[config.mk]
export PLATFORM = sky130hd
export DESIGN_NAME = mux8_rr_sched_flat
export DESIGN_NICKNAME = d
export VERILOG_FILES = /design/src/rtl/mux8_rr_sched_if.sv /design/src/rtl/mux8_rr_sched.sv /design/src/flat_wrapper.sv
export SDC_FILE = /design/constraint.sdc
export NUM_CORES = 1
export LEC_CHECK = 0
export BUFFER_PORTS_ARGS = -buffer_cell sky130_fd_sc_hd__buf_2
export CORE_ASPECT_RATIO = 1.25
export CORE_MARGIN = 1
export CORE_UTILIZATION = 50
export CTS_CLUSTER_DIAMETER = 80
export DETAILED_ROUTE_END_ITERATION = 10
export PLACE_DENSITY = 0.8
export SLEW_MARGIN = 20
export SYNTH_ARGS = -nofsm -noshare
export SYNTH_HDL_FRONTEND = slang
export SYNTH_SLANG_ARGS = --single-unit
export TNS_END_PERCENT = 50
[constraint.sdc]
create_clock -name clk -period 4.9 [get_ports clk]
set_input_delay 0.49 -clock clk [delete_from_list [all_inputs] [get_ports clk]]
set_output_delay 0.49 -clock clk [all_outputs]
set_load 0.01 [all_outputs]
[src/rtl/mux8_rr_sched_if.sv]
// Downstream valid/ready channel of the round-robin mux scheduler.
// master: drives out_valid/out_data/out_ch, takes out_ready; slave: reverse.
interface mux8_rr_sched_if #(
  parameter int WIDTH = 4
);
  logic             out_valid;
  logic             out_ready;
  logic [WIDTH-1:0] out_data;
  logic [2:0]       out_ch;

  modport master (
    output out_valid,
    output out_data,
    output out_ch,
    input  out_ready
  );

  modport slave (
    input  out_valid,
    input  out_data,
    input  out_ch,
    output out_ready
  );
endinterface

[src/rtl/mux8_rr_sched.sv]
// Round-robin scheduler in front of an 8:1 mux: picks a requester, drives
// the mux select, captures the mux output and forwards it over valid/ready.
// Ports: clk, reset (sync, active-low), req[7:0], sel[2:0] to mux s,
// y_in mux output, grant[7:0] one-hot pulse, dn = downstream channel.
module mux8_rr_sched #(
  parameter int WIDTH = 4
) (
  input  logic             clk,
  input  logic             reset,
  input  logic [7:0]       req,
  output logic [2:0]       sel,
  input  logic [WIDTH-1:0] y_in,
  output logic [7:0]       grant,
  mux8_rr_sched_if.master  dn
);

  typedef enum logic [1:0] {
    IDLE,
    SEL,
    HOLD
  } state_t;

  state_t     state;
  logic [2:0] ptr;
  logic [2:0] pick;

  // Scan from the far end back toward ptr so the
  // nearest set bit (in rotated order) wins.
  always_comb begin
    pick = ptr;
    for (int i = 7; i >= 0; i--) begin
      if (req[ptr + 3'(i)]) pick = ptr + 3'(i);
    end
  end

  always_ff @(posedge clk) begin
    if (!reset) begin
      state        <= IDLE;
      sel          <= 3'd0;
      ptr          <= 3'd0;
      grant        <= 8'd0;
      dn.out_valid <= 1'b0;
      dn.out_data  <= '0;
      dn.out_ch    <= 3'd0;
    end else begin
      // grant is high only while in SEL
      grant <= 8'd0;
      case (state)
        IDLE: begin
          if (|req) begin
            sel   <= pick;
            grant <= 8'd1 << pick;
            state <= SEL;
          end
        end
        SEL: begin
          dn.out_data  <= y_in;
          dn.out_ch    <= sel;
          dn.out_valid <= 1'b1;
          state        <= HOLD;
        end
        HOLD: begin
          if (dn.out_ready) begin
            dn.out_valid <= 1'b0;
            ptr          <= dn.out_ch + 3'd1;
            state        <= IDLE;
          end
        end
        default: state <= IDLE;
      endcase
    end
  end

endmodule
[src/flat_wrapper.sv]
// flat-port wrapper written by rule: the top's interface ports become plain ports
module mux8_rr_sched_flat 
#(
  parameter int WIDTH = 4
)
  (clk, reset, req, sel, y_in, grant, dn_out_valid, dn_out_data, dn_out_ch, dn_out_ready);
  mux8_rr_sched_if #(.WIDTH(WIDTH)) dn_i ();
  input  logic clk;
  input  logic reset;
  input  logic [7:0] req;
  output logic [2:0] sel;
  input  logic [WIDTH-1:0] y_in;
  output logic [7:0] grant;
  output wire logic [$bits(dn_i.out_valid)-1:0] dn_out_valid;
  output wire logic [$bits(dn_i.out_data)-1:0] dn_out_data;
  output wire logic [$bits(dn_i.out_ch)-1:0] dn_out_ch;
  input wire logic [$bits(dn_i.out_ready)-1:0] dn_out_ready;
  assign dn_out_valid = dn_i.out_valid;
  assign dn_out_data = dn_i.out_data;
  assign dn_out_ch = dn_i.out_ch;
  assign dn_i.out_ready = dn_out_ready;
  mux8_rr_sched #(.WIDTH(WIDTH)) u_core (.clk(clk), .reset(reset), .req(req), .sel(sel), .y_in(y_in), .grant(grant), .dn(dn_i));
endmodule
# Word level (Yosys, flattened, before mapping)
# Cells that the tools add are included.
# totals
output_inout_bits,19
word_cells,65
input_bits,15
register_bits,24
# classes
eq_ne,4
order_cmp,8
shift,1
n_mux,29
n_addsub,8
n_reduce_logical,8
# ops
op,n
"3-bit by 4-bit < comparator with 1-bit output, second input constant",8
1-bit binary-select mux with 3-bit select,8
3-bit 2-to-1 mux,8
"3-bit adder, second input constant",4
1-bit 2-to-1 mux,9
2-bit AND reduction,4
8-bit OR reduction,1
"1-bit by 3-bit << shifter with 8-bit output, first input constant",1
"3-bit by 1-bit adder with 3-bit output, second input constant",2
"3-bit by 2-bit adder with 3-bit output, second input constant",2
2-bit case mux with 3 select lines,1
2-bit 2-to-1 mux,2
3-bit AND reduction,1
"2-bit by 1-bit == test with 1-bit output, second input constant",1
"2-bit == test, second input constant",1
2-bit logical NOT,1
"2-bit by 1-bit inequality test with 1-bit output, second input constant",1
"2-bit inequality test, second input constant",1
1-bit case mux with 2 select lines,1
2-bit nonzero test,1

# Depth between registers and ports, before layout
# logic_depth
depth_word,12
depth_mapped,12
depth_no_buf,8

# Worst setup path before layout
# OpenSTA, ideal clock, no wires.
# synth_timing
kind,register -> register
from,register u_core.ptr[1]
to,register u_core.grant[0]
required_time_ns,4.784
slack_ns,1.811
path_buffers,4
setup_ns,0.116
path_stages_with_launch,13
period_less_slack_ns,3.089
t_arrival_ns,2.972
path_cell_list,dfxtp_1 -> buf_4 -> buf_2 -> inv_1 -> ha_1 -> buf_6 -> buf_6 -> mux2_4 -> mux4_2 -> a31o_1 -> a21o_1 -> and3_1 -> and4_1
# synth_between
elab_chain_len,12
word_cells_on_any_way,32
classes_between,add/sub (7); shift (1); mux (24)
# synth_lines
element,line_no,rtl
start: declaration,mux8_rr_sched.sv:24,logic [2:0] ptr;
start signal: assignment,mux8_rr_sched.sv:65,ptr <= dn.out_ch + 3'd1;
3-bit adder,mux8_rr_sched.sv:32,if (req[ptr + 3'(i)]) pick = ptr + 3'(i);
1-bit binary-select mux with 3-bit select,mux8_rr_sched.sv:32,
1-bit 2-to-1 mux (not written as such),mux8_rr_sched.sv:32,
3-bit 2-to-1 mux (7 in a row),mux8_rr_sched.sv:32,
3-bit 2-to-1 mux *,mux8_rr_sched.sv:32,
1-bit by 3-bit << shifter with 8-bit output *,mux8_rr_sched.sv:52,grant <= 8'd1 << pick;
end signal: assignment,mux8_rr_sched.sv:52,
end: declaration,mux8_rr_sched.sv:13,"output logic [7:0] grant,"
# Every way passes the cells marked *; elsewhere a longest branch is shown, timed or not. The select of a mux whose other input is x is not followed.
# A chain may end at the register's enable or synchronous reset.

# Final worst setup path
# layout_timing
from,register u_core.ptr[0]
to,register u_core.grant[5]
# Same word-level chain as after synthesis.

==> results.md <==
Logic synthesis:
- In the post-synthesis netlist, the cell with the most instances is sky130_fd_sc_hd__dfxtp_1.
- The synthesized design contains 0 enable-type register cells.
- The most used flip-flop cell after synthesis is sky130_fd_sc_hd__dfxtp_1.
- The top-area cell type share of the netlist area is 22.8%.
- The synthesized design spends more area on one cell type than any other, namely sky130_fd_sc_hd__dfxtp_1.
- Of all flip-flops after synthesis, the portion carrying an async set or reset was 0%.
- The Yosys step of the flow raised 0 warnings.
- After synthesis, the cell types taking the most area are sky130_fd_sc_hd__dfxtp_1 23%, sky130_fd_sc_hd__mux4_2 19%, sky130_fd_sc_hd__mux2_2 6.9%.
- In this run, distinct cell masters in the synthesized netlist total 57.
- The mapped netlist covers 2110 um^2.
- Synthesis handed over a netlist of 200 instances.
- When the netlist entered floorplanning its net count stood at 218.
- The sequential share of the synthesized area is 22.8%.
- The mean area per synthesized cell is 10.6 um^2.
- By count the netlist is led by 24 x sky130_fd_sc_hd__dfxtp_1, 18 x sky130_fd_sc_hd__mux4_2, 15 x sky130_fd_sc_hd__nand2_1.
- The synthesized flop and latch total is 24.

Min path:
- The startpoint of the most critical hold path is y_in[2].
- The worst hold path terminates at u_core.dn.out_data[2].
- The depth of the worst hold-timing path is 3.
- The kind of path behind the tightest hold check is primary input to flip-flop.

Pwr:
- The internal power consumption is 346 uW.
- Summed over all cells, the static leakage comes to 0.000885 uW.
- The sequential share of power is 42.9%.
- The total power is 508 uW.
- The share of total power in the clock network is 21.3%.
- The worst voltage drop across the vdd grid is 304 uV.
- Dividing total power by cell area gives a power density of 222 nW/um^2.
- The share of total power consumed by net switching is 31.9%.
- Summed over all nets, the switching power comes to 162 uW.
- Combinational logic burns 35.8% of the power.

Clocking:
- The count of hold-fix buffers inserted at cts is 0.
- In this run the number of H-tree levels came out at 1.
- The CTS tree is yes.
- The tree is rooted in a sky130_fd_sc_hd__clkbuf_8.
- Buffers added to address setup during post-CTS repair amount to 0.
- The post-cts repair resize count is 0.
- No sink is reached through more buffers than the 2 on the longest clock path.
- The clock sink count is 24.
- The clock reaches the later pin of the worst-skew pair after 260 ps.
- After clock tree synthesis, the clock-pin slew on the worst setup and hold paths is 80 ps.
- The number of clock buffers added by TritonCTS is 3.

Critical path:
- Among all stages on the critical path, the largest delay is contributed by sky130_fd_sc_hd__ha_1.
- The arrival time reported for the critical path endpoint is 3630 ps.
- The largest stage delay on the critical path is 720 ps.
- The worst setup path is of the flip-flop to flip-flop kind.
- The capturing element type of the critical path is a flip-flop.
- The capture instance of the worst register-to-register path is u_core.grant[5].
- The total buffers and inverters traversed by the critical path is 2.
- The worst reg2reg path startpoint is u_core.ptr[0].
- The kind of cell adding the most delay to the critical path is multiplexers.
- Across all register-to-register paths, the minimum setup slack is 1440 ps.
- STA classifies the critical path startpoint as a flip-flop.
- The worst reg2reg path depth is 9.
- Traced cell by cell, the critical path runs through buf_4 > inv_2 > ha_1 > mux2_2 > mux4_2 > mux2i_2 > o311ai_2 > o211ai_4 > nor4b_2.
- STA puts the critical path data required time at 5070 ps.
- The worst-path maximum fanout is 25.

Layout:
- Summing all multi-input logic gate instances after layout gives 1490 um^2.
- The register area is 480 um^2.
- The finished layout holds 275 standard cells, fillers aside.
- The final cell utilization of the core is 56.4%.
- The layout cell share with drive strength beyond 1 is 38.8%.
- The number of antenna diodes in the final layout is 0.
- The total of fill cells in the finished design is 356.
- The final layout contains 239 nets.
- From synthesis to final layout, the design area changed by 8.60%.

STA:
- The final sum of negative setup slack is 0 ps.
- The final number of max-transition violations came to 0.
- Measured against its own limit, the worst slew margin works out to 44.9%.
- The number of hold violations in the final report is 0.
- At the pin with the least slew margin, the transition time is 825 ps.
- The minimum period implied by the final worst setup slack is 3460 ps.
- Hold timing on the final database bottoms out at a slack of 488 ps.
- Setup violations remaining at the end of the flow were counted as 0.
- Static timing analysis puts the maximum clock frequency at 0.289 GHz.
- Setup repair after global routing left no endpoint under its margin.
- The final worst-path cycle share is 70.7%.
- The clock arrives with 5.82 ps of skew.

Global routing:
- The initial antenna violation count is 0.
- For this run the aggregate overflow at the end of global routing stands at 0.
- The via count of the first global-routing pass was 1419.
- Entering global routing, the biggest net connects 26 pins.
- Global routing used 19.8% of the available tracks across all layers.
- The wire length of the first global-routing pass is 6790 um.

Route:
- The mean routed wirelength per cell is 16.3 um.
- Summing over every cut layer, the via total after detailed routing is 1692.
- The number of vias per cell after detailed routing is 6.15.
- The violation count after the first detailed-route iteration is 31.
- The first detailed-routing pass took 4 iterations.
- The count of nets left with antenna violations once routing finished came out at 0.
- The number of design rule violations left after detail routing is 0.
- The final wirelength is 4470 um.

Placement:
- The number of placed instances, taps included is 272.
- The post-DP HPWL is 3230 um.
- The routability congestion estimate is 0.866.
- Port buffering added 33 buffers.

Floorplanning:
- In this run the standard cell core region covers 4070 um^2.
- The die boundary height is 74.6 um.
- The die covers 4490 um^2.
- The initial utilization of the core area, before any placement, comes to 51.9%.
- After floorplanning, the core was divided into 26 placement rows.
- 34 I/O pins were placed.
- Measured along the x axis, the die boundary spans 60.1 um.

Status:
- The flow ran to the end, and the final reports show no timing, DRC or antenna violations.

Job:
- The tool flagged a number of max-cap violations equal to 0.
[logic make-up (layout without fill, tap and decap cells)]
group,Yosys count,after routing,synth area share [%]
flops,24,24,22.8
compound gates,35,35,13.9
mux,48,48,35.4
buf+inv,27,46,6.64
simple gates,59,59,17.5
fa+ha+maj,3,3,1.78
xor+xnor,4,4,2.02
[state kept, by name, summed over array words and instances (netlist names)]
signal,cells
u_core.grant,8
u_core.dn.out_data,4
u_core.dn.out_ch,3
u_core.ptr,3
u_core.sel,3
u_core.state,2
u_core.dn.out_valid,1
[layout by cell type, fill, tap and decap left out, types with 2 or more instances in the layout]
master,count
sky130_fd_sc_hd__and4_1,2
sky130_fd_sc_hd__mux2_2,13
sky130_fd_sc_hd__nor2_1,3
sky130_fd_sc_hd__o311ai_2,2
sky130_fd_sc_hd__a31oi_1,2
sky130_fd_sc_hd__nor2b_1,12
sky130_fd_sc_hd__clkbuf_8,3
sky130_fd_sc_hd__mux2i_1,14
sky130_fd_sc_hd__nand3_1,6
sky130_fd_sc_hd__and2_1,2
sky130_fd_sc_hd__mux4_2,18
sky130_fd_sc_hd__buf_4,2
sky130_fd_sc_hd__a22oi_1,2
sky130_fd_sc_hd__nor4_1,4
sky130_fd_sc_hd__ha_1,3
sky130_fd_sc_hd__buf_2,33
sky130_fd_sc_hd__nor4b_2,4
sky130_fd_sc_hd__a21oi_1,4
sky130_fd_sc_hd__a221oi_1,2
sky130_fd_sc_hd__a221oi_2,2
sky130_fd_sc_hd__inv_1,7
sky130_fd_sc_hd__nand2_1,15
sky130_fd_sc_hd__nor3_1,2
sky130_fd_sc_hd__xor2_1,2
sky130_fd_sc_hd__a211oi_1,2
sky130_fd_sc_hd__o21ai_0,6
sky130_fd_sc_hd__dfxtp_1,24
[power by group through the flow]
| stage | Clock (uW) | Combinational [uW] | Sequential [uW] |
|---|---|---|---|
| floorplan | 0 | 140 | 224 |
| global placement | 0 | 177 | 222 |
| detailed placement | 0 | 180 | 222 |
| CTS | 112 | 181 | 218 |
| global route | 118 | 197 | 220 |
| finish | 108 | 182 | 218 |
[per-stage QoR]
| stage | setup WS, ps | cell area, um^2 |
|---|---|---|
| detailed placement | 1480 | 2250 |
| global route | 1230 | 2290 |
| global placement | 1540 | 2250 |
| CTS | 1460 | 2290 |
| finish | 1440 | 2290 |
| floorplan | 1810 | 2110 |
[worst max-delay path by stage]
stage                        startpoint         endpoint  slack, ps  depth (start not counted)
final                     u_core.ptr[0]  u_core.grant[5]       1440                          9
after global routing      u_core.ptr[0]  u_core.grant[7]       1230                          8
after CTS                 u_core.ptr[0]  u_core.grant[5]       1460                          9
after detailed placement  u_core.ptr[0]  u_core.grant[5]       1480                          9
after global placement    u_core.ptr[0]  u_core.grant[5]       1540                          9
after floorplan           u_core.ptr[1]  u_core.grant[0]       1810                         12
[layout make-up]
class,instances,area share (%)
clock buffer,3,1.80
inverter,8,1.31
multi-input combinational,149,65.0
sequential,24,21.0
tap,56,3.06
timing repair buffer,35,7.86
[tightest hold or removal path: stages]
cell,delay (ps)
sky130_fd_sc_hd__buf_2,70
sky130_fd_sc_hd__mux2i_1,50
sky130_fd_sc_hd__nor2b_1,90
[routing by layer]
metal  wire length (um)  global-route usage [%]  up-vias
met3                158                    3.26        8
met1               2020                    27.6      818
li1                   -                       -      814
met5                  0                       0        -
met4                 74                    3.36        0
met2               2220                    32.8       52
Power figures use the tool's default switching activity.
